**config.mk**
```make
export PLATFORM = sky130hd
export DESIGN_NAME = mem_ioreg_flat
export DESIGN_NICKNAME = d
export VERILOG_FILES = /design/src/rtl/memio_pkg.sv /design/src/rtl/mem_ioreg_if.sv /design/src/rtl/mem_ioreg.sv /design/src/flat_wrapper.sv
export SDC_FILE = /design/constraint.sdc
export NUM_CORES = 1
export LEC_CHECK = 0
export CAP_MARGIN = 0
export CORE_MARGIN = 10
export CORE_UTILIZATION = 50
export CTS_BUF_LIST = sky130_fd_sc_hd__clkbuf_4
export DETAILED_ROUTE_END_ITERATION = 16
export PLACE_DENSITY = 0.93
export REMOVE_ABC_BUFFERS = 1
export SYNTH_ARGS = -nofsm -noshare
export SYNTH_HDL_FRONTEND = slang
export SYNTH_SLANG_ARGS = --single-unit
```
**constraint.sdc**
```tcl
create_clock -name clk -period 1.8 [get_ports clk]
set_clock_uncertainty 0.1 [all_clocks]
set_input_delay 0.36 -clock clk [delete_from_list [all_inputs] [get_ports clk]]
set_output_delay 0.36 -clock clk [all_outputs]
set_load 0.01 [all_outputs]
```
**src/rtl/memio_pkg.sv**
```systemverilog
// Shared types and constants for the memory-controller IO register block.
// Bit numbering follows the bus convention: bit 0 is the most significant data bit.
package memio_pkg;

    localparam int CTRL_W = 4;
    localparam int REG_W  = 18;
    localparam int ADDR_W = CTRL_W + REG_W;
    localparam int DATA_W = 36;

    typedef logic [14:14+ADDR_W-1] ioaddr_t;
    typedef logic [0:DATA_W-1]     word_t;

    localparam ioaddr_t MSR_ADDR_DEFAULT = 22'o0100000;

    typedef enum logic [2:0] {
        ST_IDLE   = 3'd0,
        ST_DECODE = 3'd1,
        ST_WRITE  = 3'd2,
        ST_READ   = 3'd3,
        ST_ACK1   = 3'd4,
        ST_ACK2   = 3'd5,
        ST_WAIT   = 3'd6
    } state_t;

    // A request is ours only on a full address hit with exactly one direction set.
    function automatic logic io_decode_ok(input ioaddr_t addr, input ioaddr_t msr,
                                          input logic rd, input logic wr);
        return (addr == msr) && (rd ^ wr);
    endfunction

endpackage

```
**src/rtl/mem_ioreg_if.sv**
```systemverilog
// IO bus request/acknowledge bundle between a bus master and the MSR IO block.
interface mem_ioreg_if;
    import memio_pkg::*;

    logic    busREQI;
    logic    busIO;
    logic    busREAD;
    logic    busWRITE;
    ioaddr_t busADDRI;
    word_t   busDATAI;
    logic    busACKO;
    word_t   busDATAO;

    modport master (
        output busREQI, busIO, busREAD, busWRITE, busADDRI, busDATAI,
        input  busACKO, busDATAO
    );

    modport slave (
        input  busREQI, busIO, busREAD, busWRITE, busADDRI, busDATAI,
        output busACKO, busDATAO
    );

endinterface

```
**src/rtl/mem_ioreg.sv**
```systemverilog
// IO-bus front end for the Memory Status Register: decodes one address, strobes
// writes into the MSR, returns a stable snapshot of it on reads. Falling-edge clocked.
module mem_ioreg
    import memio_pkg::*;
#(
    parameter ioaddr_t MSR_ADDR = MSR_ADDR_DEFAULT
) (
    input  logic        clk,
    input  logic        rst,
    mem_ioreg_if.slave  bus,
    input  word_t       regSTAT,
    output logic        msrWRITE,
    output word_t       msrDATA
);

    state_t  state_q;
    ioaddr_t addr_q;
    word_t   wdata_q;
    logic    rd_q;
    logic    wr_q;
    word_t   rdat_q;
    logic    msr_write_q;
    word_t   msr_data_q;
    logic    ack_q;
    word_t   datao_q;

    // Transaction FSM with its capture registers and registered bus/MSR outputs.
    always_ff @(negedge clk or negedge rst) begin
        if (!rst) begin
            state_q     <= ST_IDLE;
            addr_q      <= '0;
            wdata_q     <= '0;
            rd_q        <= 1'b0;
            wr_q        <= 1'b0;
            rdat_q      <= '0;
            msr_write_q <= 1'b0;
            msr_data_q  <= '0;
            ack_q       <= 1'b0;
            datao_q     <= '0;
        end else begin
            msr_write_q <= 1'b0;
            case (state_q)
                ST_IDLE: begin
                    ack_q   <= 1'b0;
                    datao_q <= '0;
                    if (bus.busREQI && bus.busIO) begin
                        addr_q  <= bus.busADDRI;
                        wdata_q <= bus.busDATAI;
                        rd_q    <= bus.busREAD;
                        wr_q    <= bus.busWRITE;
                        state_q <= ST_DECODE;
                    end else begin
                        state_q <= ST_IDLE;
                    end
                end
                ST_DECODE: begin
                    // Anything not ours is left unanswered so the bus times out.
                    if (io_decode_ok(addr_q, MSR_ADDR, rd_q, wr_q)) begin
                        state_q <= rd_q ? ST_READ : ST_WRITE;
                    end else begin
                        state_q <= ST_WAIT;
                    end
                end
                ST_WRITE: begin
                    msr_write_q <= 1'b1;
                    msr_data_q  <= wdata_q;
                    state_q     <= ST_ACK1;
                end
                ST_READ: begin
                    rdat_q  <= regSTAT;
                    state_q <= ST_ACK1;
                end
                ST_ACK1: begin
                    ack_q   <= 1'b1;
                    datao_q <= rd_q ? rdat_q : '0;
                    state_q <= ST_ACK2;
                end
                ST_ACK2: begin
                    ack_q   <= 1'b1;
                    state_q <= ST_WAIT;
                end
                ST_WAIT: begin
                    ack_q   <= 1'b0;
                    datao_q <= '0;
                    // A still-held request must not be captured a second time.
                    if (!bus.busREQI) begin
                        state_q <= ST_IDLE;
                    end else begin
                        state_q <= ST_WAIT;
                    end
                end
                default: begin
                    ack_q   <= 1'b0;
                    datao_q <= '0;
                    state_q <= ST_IDLE;
                end
            endcase
        end
    end

    assign msrWRITE     = msr_write_q;
    assign msrDATA      = msr_data_q;
    assign bus.busACKO  = ack_q;
    assign bus.busDATAO = datao_q;

endmodule
```
**src/flat_wrapper.sv**
```systemverilog
// flat-port wrapper written by rule: the top's interface ports become plain ports
module mem_ioreg_flat import memio_pkg::*;
#(
    parameter ioaddr_t MSR_ADDR = MSR_ADDR_DEFAULT
)
  (clk, rst, regSTAT, msrWRITE, msrDATA, bus_busREQI, bus_busIO, bus_busREAD, bus_busWRITE, bus_busADDRI, bus_busDATAI, bus_busACKO, bus_busDATAO);
  mem_ioreg_if bus_i ();
  input  logic clk;
  input  logic rst;
  input  word_t regSTAT;
  output logic msrWRITE;
  output word_t msrDATA;
  input wire logic [$bits(bus_i.busREQI)-1:0] bus_busREQI;
  input wire logic [$bits(bus_i.busIO)-1:0] bus_busIO;
  input wire logic [$bits(bus_i.busREAD)-1:0] bus_busREAD;
  input wire logic [$bits(bus_i.busWRITE)-1:0] bus_busWRITE;
  input wire logic [$bits(bus_i.busADDRI)-1:0] bus_busADDRI;
  input wire logic [$bits(bus_i.busDATAI)-1:0] bus_busDATAI;
  output wire logic [$bits(bus_i.busACKO)-1:0] bus_busACKO;
  output wire logic [$bits(bus_i.busDATAO)-1:0] bus_busDATAO;
  assign bus_i.busREQI = bus_busREQI;
  assign bus_i.busIO = bus_busIO;
  assign bus_i.busREAD = bus_busREAD;
  assign bus_i.busWRITE = bus_busWRITE;
  assign bus_i.busADDRI = bus_busADDRI;
  assign bus_i.busDATAI = bus_busDATAI;
  assign bus_busACKO = bus_i.busACKO;
  assign bus_busDATAO = bus_i.busDATAO;
  mem_ioreg #(.MSR_ADDR(MSR_ADDR)) u_core (.clk(clk), .rst(rst), .bus(bus_i), .regSTAT(regSTAT), .msrWRITE(msrWRITE), .msrDATA(msrDATA));
endmodule
```
# Word-level counts from Yosys, hierarchy flattened
# Cells that the tools add are included.
totals:
  mem_count: 0
  romBits: 0
  output_inout_bits: 74
  ff_bits: 173
  latch_bits: 0
  elab_cells: 35
  input_bits: 100
  ram_bits: 0
op_classes:
  add_sub_neg: 0
  shifts: 0
  reduce_logical: 8
  eq_ne: 7
  bitwise_logic: 1
  order_cmp: 0
  n_mux: 9
  mul: 0
  div: 0
ops:
  columns: ["operator", "n"]
  rows:
  - ["36-bit case mux with 2 select lines", 1]
  - ["36-bit 2-to-1 mux", 1]
  - ["22-bit by 16-bit equality test with 1-bit output (second input constant)", 1]
  - ["3-bit case mux with 6 select lines", 1]
  - ["3-bit equality test (second input constant)", 3]
  - ["3-bit by 2-bit equality test with 1-bit output (second input constant)", 2]
  - ["3-bit 2-to-1 mux", 2]
  - ["2-bit OR reduction", 2]
  - ["4-bit OR reduction", 1]
  - ["3-bit by 1-bit equality test with 1-bit output (second input constant)", 1]
  - ["3-bit logical NOT", 1]
  - ["1-bit 2-to-1 mux", 3]
  - ["3-bit OR reduction", 1]
  - ["1-bit logical AND", 2]
  - ["1-bit case mux with 2 select lines", 1]
  - ["2-bit AND reduction", 1]
  - ["1-bit XOR", 1]

# Depth between registers and ports, before layout
logic_depth:
  word_depth: 4
  ltp_mapped: 5
  mapped_depth_nobuf: 3

==> results.py <==
metrics = {
    "status": {
        "status": "finished, violations left",
        "violations": "negative setup slack",
    },
    "clock_network": {
        "cts.sinks": 173,
        "htree_levels": 4,
        "cts-root-buf": "clkbuf_4",
        "path_clk_slew_ns": 0.09,
        "insertion_delay_ns": 0.47,
        "clock_path_buffers": 2,
        "numCtsBuffers": 17,
        "cts_tree": "done",
        "cts_hold_buf": 0,
    },
    "pwr": {
        "swShare_pct": 30.79,
        "power_frac_clock_pct": 15.1,
        "leakage_nw": 4.792,
        "p_int_mw": 10.92,
        "powerDensity_nw_per_um2": 1638,
        "seq_power_share_pct": 45.2,
        "switching_power_mw": 4.858,
        "ir_drop_mv": 0.9593,
        "combPwrFrac_pct": 39.7,
        "finalPower_mw": 15.78,
    },
    "sta": {
        "maxSlewHeadroom_pct": 70.60,
        "worst_slew_pin_slew_ns": 0.4370,
        "rsz0062_at_grt": "yes",
        "setup_viol": 134,
        "setup_ws_ns": -0.6710,
        "hold_viol_final": 0,
        "fin_setup_tns_ns": -53.67,
        "final_max_slew_viol_count": 0,
    },
    "worst_setup_path": {
        "crit_buf_inv": 1,
        "cp_top_family": "flip-flops",
        "critical_path_class": "reg2out",
        "cp_data_arrival_time_ns": 2.01,
        "critPathLaunchType": "register",
        "crit_required_ns": 1.34,
        "worst-path-max-fanout": 2,
        "end_kind": "output port",
        "slowest_stage": "dfrtn_1",
        "startpoint": "u_core.bus.busDATAO[9]",
        "r2r_start": "u_core.state_q[2]",
        "crit_chain": "buf_2",
        "max_stage_delay_ns": 0.48,
    },
    "die": {
        "die_y_um": 135.9,
        "die_w_um": 135.9,
        "start_util_pct": 50.89,
        "fp.dieArea_um2": 18460,
        "coreArea_um2": 13190,
        "io_pins": 174,
        "row_count": 42,
    },
    "route": {
        "dr.first_iter.drc_count": 241,
        "antenna_left": 0,
        "vias": 4363,
        "drc_errors": 0,
        "wl_um": 18020,
        "wl_per_cell_um": 21.30,
        "drtPass1Iterations": 4,
        "via_per_inst": 5.157,
    },
    "global_routing": {
        "grt_max_degree": 45,
        "grt_pass1_vias": 4866,
        "grt_pass1_wl_um": 28060,
        "track_usage_pct": 19.90,
        "antenna_found_initial": 1,
        "grt_overflow": 0,
    },
    "final_layout": {
        "drive_gt1_share_pct": 50.22,
        "syn_to_final_growth_pct": 43.45,
        "final_common_cell": "dfrtn_1",
        "final_cell_mix": "dfrtn_1, clkdlybuf4s50_1, mux2_2",
        "final_cells": 846,
        "n_fill_cell": 822,
        "fin_nets": 756,
    },
    "synthesis": {
        "syn_avg_cell_area_um2": 16.99,
        "synth.yosys.seq_area_share_pct": 64.49,
        "yosys_register_bits": 173,
        "netlist_area_um2": 6713,
        "syn_inst": 395,
        "async_reset_ff_share_pct": 100.0,
        "synth_edf_count": 0,
        "synth_cell_types": 31,
        "synth_top_flop_cell": "dfrtn_1",
        "synth_warnings": 0,
    },
    "min_path": {
        "min_from": "u_core.wdata_q[8]",
        "hold_class": "reg2reg",
    },
    "place": {
        "dp_hpwl_um": 12270,
        "io_buffer_count": 173,
        "place_inst": 757,
        "gp_congestion": 0.8310,
        "post-place-ws_ns": -1.056,
    },
    "run": {
        "drv_cap": 0,
    },
}
[worst paths after layout]
check / depth (start not counted) / end / slack [ns]
worst max register to register: 3 / u_core.rdat_q[2] / 0.06
max in group asynchronous: 2 / u_core.wdata_q[0] / 0.73
worst max-delay path: 1 / bus_busDATAO[9] / -0.67
worst min register to register: 1 / u_core.msrDATA[8] / 0.35
worst min-delay path: 1 / u_core.msrDATA[8] / 0.35
min in group asynchronous: 1 / u_core.wdata_q[11] / 0.37
[stage by stage]
step | instance area (um2) | hold WS [ns] | utilization [%]
final | 9629 | 0.3489 | 73.00
after global routing | 9627 | 0.2984 | 72.98
after CTS | 9376 | 0.3255 | 71.09
after detailed placement | 8826 | 0.3466 | 66.91
after global placement | 8826 | 0.3301 | 66.91
after floorplan | 6510 | 0.3192 | -
[Yosys cell counts, types with 2 or more instances]
cell type	n	area share, %
buf_6	14	2.3
nand2_1	2	0.11
o21ai_0	3	0.22
dfrtn_1	173	64
buf_4	2	0.22
nor4_1	5	0.47
mux2_4	30	6.7
mux2_2	96	16
mux2_1	6	1.0
nand2b_1	2	0.19
nand4_1	2	0.19
a22o_1	36	4.7
buf_2	6	0.45
[logic make-up (layout without fill, tap and decap cells)]
logic type,after synthesis,in the layout,synth area share [%]
compound gates,42,42,5.200
xor+xnor,1,1,0.1305
buf+inv,22,296,3.020
flops,173,173,64.49
mux,133,133,23.97
other cells,0,1,0
simple gates,24,24,3.187
[power groups by stage]
stage                     registers (mW)  logic [mW]  clock network [mW]
after floorplan                     7.10        2.44                   0
after global placement              6.91        5.36                   0
after detailed placement            7.08        5.60                   0
after CTS                           7.04        5.77                2.43
after global routing                7.33        6.71                2.61
final                               7.14        6.26                2.38
[layout make-up]
cell class              count  area, um2  area share, %
flip-flops and latches    173       4329          44.96
repair buffers            264       2507          26.04
multi-input cells         200       2260          23.47
well taps                 176      220.2          2.287
clock inverters            14      175.2          1.819
clock buffers              18      135.1          1.403
diodes                      1      2.502        0.02599
[timing repair]
action / CTS / global route
resized for setup: 364 / 22
pin swaps: 1 / 1
setup buffers: 31 / 22
setup endpoints to repair: 136 / 169
gates cloned: 5 / 0
[sequential cells by signal (all words and copies together) (netlist names)]
name,flops
u_core.addr_q,22
u_core.bus.busACKO,1
u_core.bus.busDATAO,36
u_core.msrDATA,36
u_core.msrWRITE,1
u_core.rd_q,1
u_core.rdat_q,36
u_core.state_q,3
u_core.wdata_q,36
u_core.wr_q,1
[per-layer routing]
metal  up-vias  global-route usage, %  part of all wire, %
met5         -                      0                    0
met4         0                  5.266                 0.87
met3        12                  10.04                   10
met2       167                  32.13                   49
met1      2223                  23.06                   39
li1       1961                      -                    -
Note: power is estimated with default switching activity, not from simulation.
